File: src/rtl/uart_pkg.sv
// Shared definitions for the UART receiver/transmitter family.
// Contents:
//   uart_state_e - receiver FSM state encoding (IDLE, START, DATA, PARITY, STOP)
//   dbits_e      - cfg_dbits encoding (data bits minus DBITS_BASE)
//   OVS_DEFAULT / DBIT_MAX_DEFAULT - default oversampling ratio and data width
//   maj3         - 2-of-3 majority helper used by the optional vote filter
package uart_pkg;

  typedef enum logic [2:0] {
    IDLE   = 3'd0,
    START  = 3'd1,
    DATA   = 3'd2,
    PARITY = 3'd3,
    STOP   = 3'd4
  } uart_state_e;

  typedef enum logic [1:0] {
    DBITS_5 = 2'd0,
    DBITS_6 = 2'd1,
    DBITS_7 = 2'd2,
    DBITS_8 = 2'd3
  } dbits_e;

  localparam int DBITS_BASE       = 5;
  localparam int OVS_DEFAULT      = 16;
  localparam int DBIT_MAX_DEFAULT = 8;

  function automatic logic maj3(input logic a, input logic b, input logic c);
    return (a & b) | (a & c) | (b & c);
  endfunction

endpackage

File: src/rtl/uart_sync2.sv
// Two-flop synchroniser for an asynchronous single-bit input.
// Ports:
//   clk   - system clock
//   reset - synchronous, active-high; both stages load RESET_VAL
//   d     - asynchronous input
//   q     - synchronised output (second stage)
module uart_sync2 #(
  parameter logic RESET_VAL = 1'b1
) (
  input  logic clk,
  input  logic reset,
  input  logic d,
  output logic q
);

  logic meta_r;
  logic q_r;

  // Two-stage shift toward the clk domain
  always_ff @(posedge clk) begin
    if (reset) begin
      meta_r <= RESET_VAL;
      q_r    <= RESET_VAL;
    end else begin
      meta_r <= d;
      q_r    <= meta_r;
    end
  end

  assign q = q_r;

endmodule

File: src/rtl/uart_rx_cfg.sv
// Runtime-configurable UART receiver, OVS-times oversampling on s_tick.
// Frame: start, 5..8 data bits LSB first, optional even/odd parity, 1 or 2 stop.
// Optional build macro: UART_RX_MAJORITY_VOTE_EN - each bit decision is the
// 2-of-3 majority of the line over the three s_ticks ending at the decision tick.
// Ports:
//   clk, reset          - clock, synchronous active-high reset
//   rx                  - asynchronous serial line, idle high
//   s_tick              - oversample enable, OVS pulses per bit
//   cfg_dbits           - data bits minus 5, clamped to DBIT_MAX
//   cfg_par_en/par_odd  - parity present / odd parity
//   cfg_stop2           - two stop bits
//   rx_dout             - received data, right-aligned
//   rx_done_tick        - one-cycle frame-complete pulse
//   parity_err, frame_err, break_det - status of the last frame
module uart_rx_cfg
  import uart_pkg::*;
#(
  parameter int DBIT_MAX = DBIT_MAX_DEFAULT,
  parameter int OVS      = OVS_DEFAULT
) (
  input  logic                clk,
  input  logic                reset,
  input  logic                rx,
  input  logic                s_tick,
  input  logic [1:0]          cfg_dbits,
  input  logic                cfg_par_en,
  input  logic                cfg_par_odd,
  input  logic                cfg_stop2,
  output logic [DBIT_MAX-1:0] rx_dout,
  output logic                rx_done_tick,
  output logic                parity_err,
  output logic                frame_err,
  output logic                break_det
);

  localparam int SW = $clog2(OVS);
  localparam int NW = (DBIT_MAX > 1) ? $clog2(DBIT_MAX) : 1;
  localparam logic [SW-1:0] S_HALF = SW'(OVS / 2 - 1);
  localparam logic [SW-1:0] S_LAST = SW'(OVS - 1);
  localparam logic [SW-1:0] S_ONE  = SW'(1);
  localparam logic [NW-1:0] N_ONE  = NW'(1);

  logic rxs_s;
  logic bit_s;
  logic [3:0] dbits_cnt_s;

  uart_state_e state_r, state_nxt_s;
  logic [SW-1:0]       s_r, s_nxt_s;
  logic [NW-1:0]       n_r, n_nxt_s;
  logic [DBIT_MAX-1:0] data_r, data_nxt_s;
  logic xor_r, xor_nxt_s;
  logic zero_r, zero_nxt_s;        // every bit counted toward break was 0
  logic ferr_r, ferr_nxt_s;
  logic perr_r, perr_nxt_s;
  logic stop_sec_r, stop_sec_nxt_s; // currently sampling the second stop bit
  logic [NW-1:0] last_n_r, last_n_nxt_s;
  logic par_en_r, par_en_nxt_s;
  logic par_odd_r, par_odd_nxt_s;
  logic stop2_r, stop2_nxt_s;
  logic done_nxt_s;

  logic [DBIT_MAX-1:0] rx_dout_r;
  logic done_r;
  logic perr_out_r;
  logic ferr_out_r;
  logic brk_out_r;

  uart_sync2 #(.RESET_VAL(1'b1)) u_sync (
    .clk   (clk),
    .reset (reset),
    .d     (rx),
    .q     (rxs_s)
  );

`ifdef UART_RX_MAJORITY_VOTE_EN
  logic [2:0] smp_r;

  // Line history over the last three s_ticks; bit 0 is the newest sample
  always_ff @(posedge clk) begin
    if (reset) begin
      smp_r <= 3'b111;
    end else if (s_tick) begin
      smp_r <= {smp_r[1:0], rxs_s};
    end else begin
      smp_r <= smp_r;
    end
  end

  // The decision tick itself supplies the third sample, so the vote adds no latency
  assign bit_s = maj3(smp_r[1], smp_r[0], rxs_s);
`else
  assign bit_s = rxs_s;
`endif

  // Data-bit count from cfg_dbits, clamped to the rx_dout width
  always_comb begin
    dbits_cnt_s = {2'b00, cfg_dbits} + 4'(DBITS_BASE);
    if (dbits_cnt_s > 4'(DBIT_MAX)) begin
      dbits_cnt_s = 4'(DBIT_MAX);
    end else begin
      dbits_cnt_s = dbits_cnt_s;
    end
  end

  // Receiver FSM state and datapath registers
  always_ff @(posedge clk) begin
    if (reset) begin
      state_r    <= IDLE;
      s_r        <= '0;
      n_r        <= '0;
      data_r     <= '0;
      xor_r      <= 1'b0;
      zero_r     <= 1'b0;
      ferr_r     <= 1'b0;
      perr_r     <= 1'b0;
      stop_sec_r <= 1'b0;
      last_n_r   <= '0;
      par_en_r   <= 1'b0;
      par_odd_r  <= 1'b0;
      stop2_r    <= 1'b0;
    end else begin
      state_r    <= state_nxt_s;
      s_r        <= s_nxt_s;
      n_r        <= n_nxt_s;
      data_r     <= data_nxt_s;
      xor_r      <= xor_nxt_s;
      zero_r     <= zero_nxt_s;
      ferr_r     <= ferr_nxt_s;
      perr_r     <= perr_nxt_s;
      stop_sec_r <= stop_sec_nxt_s;
      last_n_r   <= last_n_nxt_s;
      par_en_r   <= par_en_nxt_s;
      par_odd_r  <= par_odd_nxt_s;
      stop2_r    <= stop2_nxt_s;
    end
  end

  // Next-state and datapath update; s counts from the mid start bit onward
  always_comb begin
    state_nxt_s    = state_r;
    s_nxt_s        = s_r;
    n_nxt_s        = n_r;
    data_nxt_s     = data_r;
    xor_nxt_s      = xor_r;
    zero_nxt_s     = zero_r;
    ferr_nxt_s     = ferr_r;
    perr_nxt_s     = perr_r;
    stop_sec_nxt_s = stop_sec_r;
    last_n_nxt_s   = last_n_r;
    par_en_nxt_s   = par_en_r;
    par_odd_nxt_s  = par_odd_r;
    stop2_nxt_s    = stop2_r;
    done_nxt_s     = 1'b0;

    case (state_r)
      IDLE: begin
        if (!rxs_s) begin
          state_nxt_s    = START;
          s_nxt_s        = '0;
          data_nxt_s     = '0;
          xor_nxt_s      = 1'b0;
          zero_nxt_s     = 1'b1;
          ferr_nxt_s     = 1'b0;
          perr_nxt_s     = 1'b0;
          stop_sec_nxt_s = 1'b0;
          last_n_nxt_s   = NW'(dbits_cnt_s - 4'd1);
          par_en_nxt_s   = cfg_par_en;
          par_odd_nxt_s  = cfg_par_odd;
          stop2_nxt_s    = cfg_stop2;
        end else begin
          state_nxt_s = IDLE;
        end
      end

      START: begin
        if (s_tick) begin
          if (s_r == S_HALF) begin
            if (bit_s) begin
              state_nxt_s = IDLE;   // line back high mid start bit: false start
            end else begin
              state_nxt_s = DATA;
              s_nxt_s     = '0;
              n_nxt_s     = '0;
            end
          end else begin
            s_nxt_s = s_r + S_ONE;
          end
        end else begin
          s_nxt_s = s_r;
        end
      end

      DATA: begin
        if (s_tick) begin
          if (s_r == S_LAST) begin
            data_nxt_s[n_r] = bit_s;
            xor_nxt_s       = xor_r ^ bit_s;
            zero_nxt_s      = zero_r & ~bit_s;
            s_nxt_s         = '0;
            if (n_r == last_n_r) begin
              if (par_en_r) begin
                state_nxt_s = PARITY;
              end else begin
                state_nxt_s = STOP;
              end
            end else begin
              n_nxt_s = n_r + N_ONE;
            end
          end else begin
            s_nxt_s = s_r + S_ONE;
          end
        end else begin
          s_nxt_s = s_r;
        end
      end

      PARITY: begin
        if (s_tick) begin
          if (s_r == S_LAST) begin
            // even: error when total XOR is 1; odd: error when it is 0
            perr_nxt_s  = xor_r ^ bit_s ^ par_odd_r;
            zero_nxt_s  = zero_r & ~bit_s;
            s_nxt_s     = '0;
            state_nxt_s = STOP;
          end else begin
            s_nxt_s = s_r + S_ONE;
          end
        end else begin
          s_nxt_s = s_r;
        end
      end

      STOP: begin
        if (s_tick) begin
          if (s_r == S_LAST) begin
            s_nxt_s = '0;
            if (!bit_s) begin
              ferr_nxt_s = 1'b1;
            end else begin
              ferr_nxt_s = ferr_r;
            end
            // only the first stop bit participates in break detection
            if (!stop_sec_r) begin
              zero_nxt_s = zero_r & ~bit_s;
            end else begin
              zero_nxt_s = zero_r;
            end
            if (stop2_r && !stop_sec_r) begin
              stop_sec_nxt_s = 1'b1;
            end else begin
              state_nxt_s = IDLE;
              done_nxt_s  = 1'b1;
            end
          end else begin
            s_nxt_s = s_r + S_ONE;
          end
        end else begin
          s_nxt_s = s_r;
        end
      end

      default: begin
        state_nxt_s = IDLE;
      end
    endcase
  end

  // Status outputs: published together with the done pulse, held until the next frame
  always_ff @(posedge clk) begin
    if (reset) begin
      rx_dout_r  <= '0;
      done_r     <= 1'b0;
      perr_out_r <= 1'b0;
      ferr_out_r <= 1'b0;
      brk_out_r  <= 1'b0;
    end else if (done_nxt_s) begin
      rx_dout_r  <= data_nxt_s;
      done_r     <= 1'b1;
      perr_out_r <= perr_nxt_s;
      ferr_out_r <= ferr_nxt_s;
      brk_out_r  <= zero_nxt_s;
    end else begin
      done_r <= 1'b0;
    end
  end

  assign rx_dout      = rx_dout_r;
  assign rx_done_tick = done_r;
  assign parity_err   = perr_out_r;
  assign frame_err    = ferr_out_r;
  assign break_det    = brk_out_r;

endmodule

File: config.mk
export PLATFORM = sky130hd
export DESIGN_NAME = uart_rx_cfg
export DESIGN_NICKNAME = d
export VERILOG_FILES = /design/src/rtl/uart_pkg.sv /design/src/rtl/uart_sync2.sv /design/src/rtl/uart_rx_cfg.sv
export SDC_FILE = /design/constraint.sdc
export NUM_CORES = 1
export LEC_CHECK = 0
export CORE_ASPECT_RATIO = 1.4
export CORE_UTILIZATION = 25
export DETAILED_ROUTE_END_ITERATION = 8
export PLACE_DENSITY = 0.51
export SLEW_MARGIN = 0
export SYNTH_ARGS = -nofsm -noshare
export SYNTH_HDL_FRONTEND = slang
export SYNTH_HIERARCHICAL = 1
export SYNTH_SLANG_ARGS = --single-unit
File: constraint.sdc
create_clock -name clk -period 2.4 [get_ports clk]
set_input_delay 0.48 -clock clk [delete_from_list [all_inputs] [get_ports clk]]
set_output_delay 0.48 -clock clk [all_outputs]
set_load 0.005 [all_outputs]
==> summary.md <==
| Metric | Value |
|---|---|
| Status | `finished clean` |
| Syn Nets | `254` |
| Final hold violation count | `0` |
| Vias | `1794` |
| Pwr dens | `615 mW/mm²` |
| Worst EP required | `2.62 ns` |
| GP Congestion | `0.850` |
| Power share of the clock group | `48.8%` |
| Diode count | `0` |
| Resized cells post-CTS | `0` |
| Number of synthesized flops with an enable pin | `0` |
| Post-CTS Setup Bufs | `0` |
| Area growth from synthesis to layout | `23.5%` |
| RSZ-0062 raised after global routing | `false` |
| Syn Area/Cell | `8.68 µm²` |
| DRT iter0 DRCs | `57` |
| Switching share of power | `21.4%` |
| Fin nets | `276` |
| I/O Pins | `21` |
| Vias in the first global route | `1750` |
| Syn. warnings | `6` |
| GRT overflow | `0` |
| Clock Latency Late Sink | `0.29 ns` |
| Root Buffer | `clkbuf_16` |
| Die width | `79.3 µm` |
| Final setup margin | `0.454 ns` |
| Slew of the pin with the lowest slew margin | `0.528 ns` |
| Gr usage total | `12.6%` |
| Hold Path Class | `reg2reg` |
| Initial Utilization | `25.7%` |
| Share of power burned in registers | `46.1%` |
| Row count | `39` |
| DP HPWL | `3.54 mm` |
| Post-Syn Area | `0.00209 mm²` |
| TritonCTS buffer count | `5` |
| Tcrit/Tclk final | `81.1%` |
| DRC Markers | `0` |
| Critical Path Start Type | `flop` |
| FF+latch count, synth | `43` |
| Routed Antenna Nets | `0` |
| Deepest level of the CTS H-tree | `2` |
| Core area | `0.00815 mm²` |
| Initial antenna violation count | `0` |
| Yosys cell types | `54` |
| Cell leakage power | `0.000899 µW` |
| Switching pwr | `341 µW` |
| Num Clock Sinks | `43` |
| Mapped Cells | `241` |
| P_int | `1250 µW` |
| First-pass GRT wire length | `8.36 mm` |
| Clock skew | `0.00503 ns` |
| Tmin final | `1.95 ns` |
| PortBufs | `20` |
| Seq/Total Area, Yosys | `41.2%` |
| Share of cells above drive strength 1 | `9.47%` |
| Fmax | `514 MHz` |
| Clock Pin Slew Worst Setup and Hold Paths | `0.06 ns` |
| DR WL/cell | `13.3 µm` |
| Sum of negative setup slack | `0 ns` |
| Max cap viols | `0` |
| Max VDD drop | `0.000256 V` |
| Slew Viols, Final | `0` |
| Slew headroom | `64.4%` |
| Routed vias/inst | `4.90` |
| Largest net degree at the start of global routing | `31` |
| Setup violations, final | `0` |
| DR pass1 iterations | `4` |
| Synth Flop Type | `dfxtp_1` |
| Fin cells | `366` |
| Die height | `110 µm` |
| Hold buffers post-CTS | `0` |
| Tot Pwr | `1590 µW` |
| Crit. End Element | `flop` |
| Crit Path Category | `reg2reg` |
| Die area | `0.00874 mm²` |
| Routed wire length | `4.87 mm` |
| Setup WS pre-CTS | `0.316 ns` |
| Placed cells | `358` |
| Synth async-reset ratio | `0%` |
| R2R setup slack | `0.45 ns` |
| Combinational share of power | `5.1%` |
| Clk buf depth | `2` |
| CTS tree | `built` |
| Worst path arrival time | `2.16 ns` |
| CP max FO | `12` |
-- power by group through the flow --
stage	registers, µW	clock network [µW]	logic, µW
2_1_floorplan	742	0	55.0
3_3_place_gp	748	0	81.1
3_5_place_dp	748	0	81.6
4_1_cts	732	803	82.3
5_1_grt	733	830	91.5
6_report	732	776	81.3
-- routing by layer --
metal / part of all wire, % / global-route usage [%]
met5: 0 / 0
met2: 49 / 22.4
met3: 3.3 / 2.96
met4: 2.9 / 6.88
met1: 44 / 13.7
-- kinds of logic (layout without fill, tap and decap cells) --
family,after synthesis,after routing,synth area share (%)
AND/OR/NAND/NOR,90,90,22.6
AO/OA/AOI/OAI,65,65,20.2
flip-flops,43,43,41.2
buffers and inverters,21,44,5.51
multiplexers,9,9,4.31
XOR/XNOR,8,8,3.35
adder cells (fa/ha/maj),5,5,2.87
-- cells in the final DEF (no fill, tap or decap), types with 6 or more instances in the layout --
cell and instances:
nor2_1 27, mux2i_1 9, dfxtp_1 43, nand2b_1 6
clkdlybuf4s50_1 20, nand2_1 20, o21ai_0 19, inv_1 6
buf_4 9, o211ai_1 8, a21oi_1 14
-- flip-flops by register name (all words and copies together) (netlist names), 3 cells and up --
register and flops:
data_r 8, last_n_r 3, n_r 3, rx_dout 8
s_r 4, state_r 3
-- through the flow --
step | hold WS [ns] | cell area (µm²) | utilization [%]
2_1_floorplan | 0.383 | 2090 | -
6_report | 0.416 | 2580 | 31.7
4_1_cts | 0.422 | 2580 | 31.7
3_5_place_dp | 0.397 | 2410 | 29.6
3_3_place_gp | 0.412 | 2410 | 29.6
5_1_grt | 0.433 | 2580 | 31.7
-- worst max-delay path: stages (launching register included) --
cell and delay [ns]:
dfxtp_1 0.43, buf_4 0.22, or4b_1 0.52, nor3_1 0.29
a21oi_1 0.09, nand3b_1 0.17, a21oi_1 0.15
-- area by class of cell --
cell class / instances / area, µm²
fill: 849 / 5570
multi-input combinational: 177 / 1110
sequential: 43 / 861
timing repair buffer: 30 / 288
tap: 102 / 128
clock buffer: 5 / 125
clock inverter: 3 / 43.8
inverter: 6 / 22.5
-- cell usage after synthesis, types with 2 or more instances --
| cell | instances | area (µm²) |
|---|---|---|
| nor3b_1 | 3 | 22.5 |
| buf_6 | 4 | 45.0 |
| o22ai_1 | 2 | 12.5 |
| nand2b_1 | 6 | 37.5 |
| dfxtp_1 | 43 | 861 |
| nor3_1 | 5 | 25.0 |
| nand3_1 | 5 | 25.0 |
| buf_2 | 5 | 25.0 |
| or3_1 | 3 | 18.8 |
| a22oi_1 | 2 | 15.0 |
| nand3b_1 | 3 | 22.5 |
| inv_1 | 6 | 22.5 |
| nand4_1 | 2 | 12.5 |
| clkbuf_1 | 6 | 22.5 |
| nor2b_1 | 2 | 12.5 |
| a21oi_1 | 14 | 70.1 |
| mux2i_1 | 9 | 90.1 |
| o211ai_1 | 8 | 60.1 |
| a31oi_1 | 4 | 25.0 |
| xor2_1 | 5 | 43.8 |
| xnor2_1 | 3 | 26.3 |
| ha_1 | 4 | 50.1 |
| o31ai_1 | 2 | 15.0 |
| nand2_1 | 20 | 75.1 |
| nor2_1 | 27 | 101 |
| o21ai_0 | 19 | 95.1 |
| or2_1 | 2 | 12.5 |
-- final timing paths --
| kind | to | cells after the start | from |
|---|---|---|---|
| worst max-delay path | n_r[1] | 6 | state_r[1] |
| worst min-delay path | u_sync/q | 1 | u_sync/meta_r |
| worst max register to register | n_r[1] | 6 | state_r[1] |
| worst min register to register | u_sync/q | 1 | u_sync/meta_r |
No activity file was read; power rests on OpenSTA's default activity.
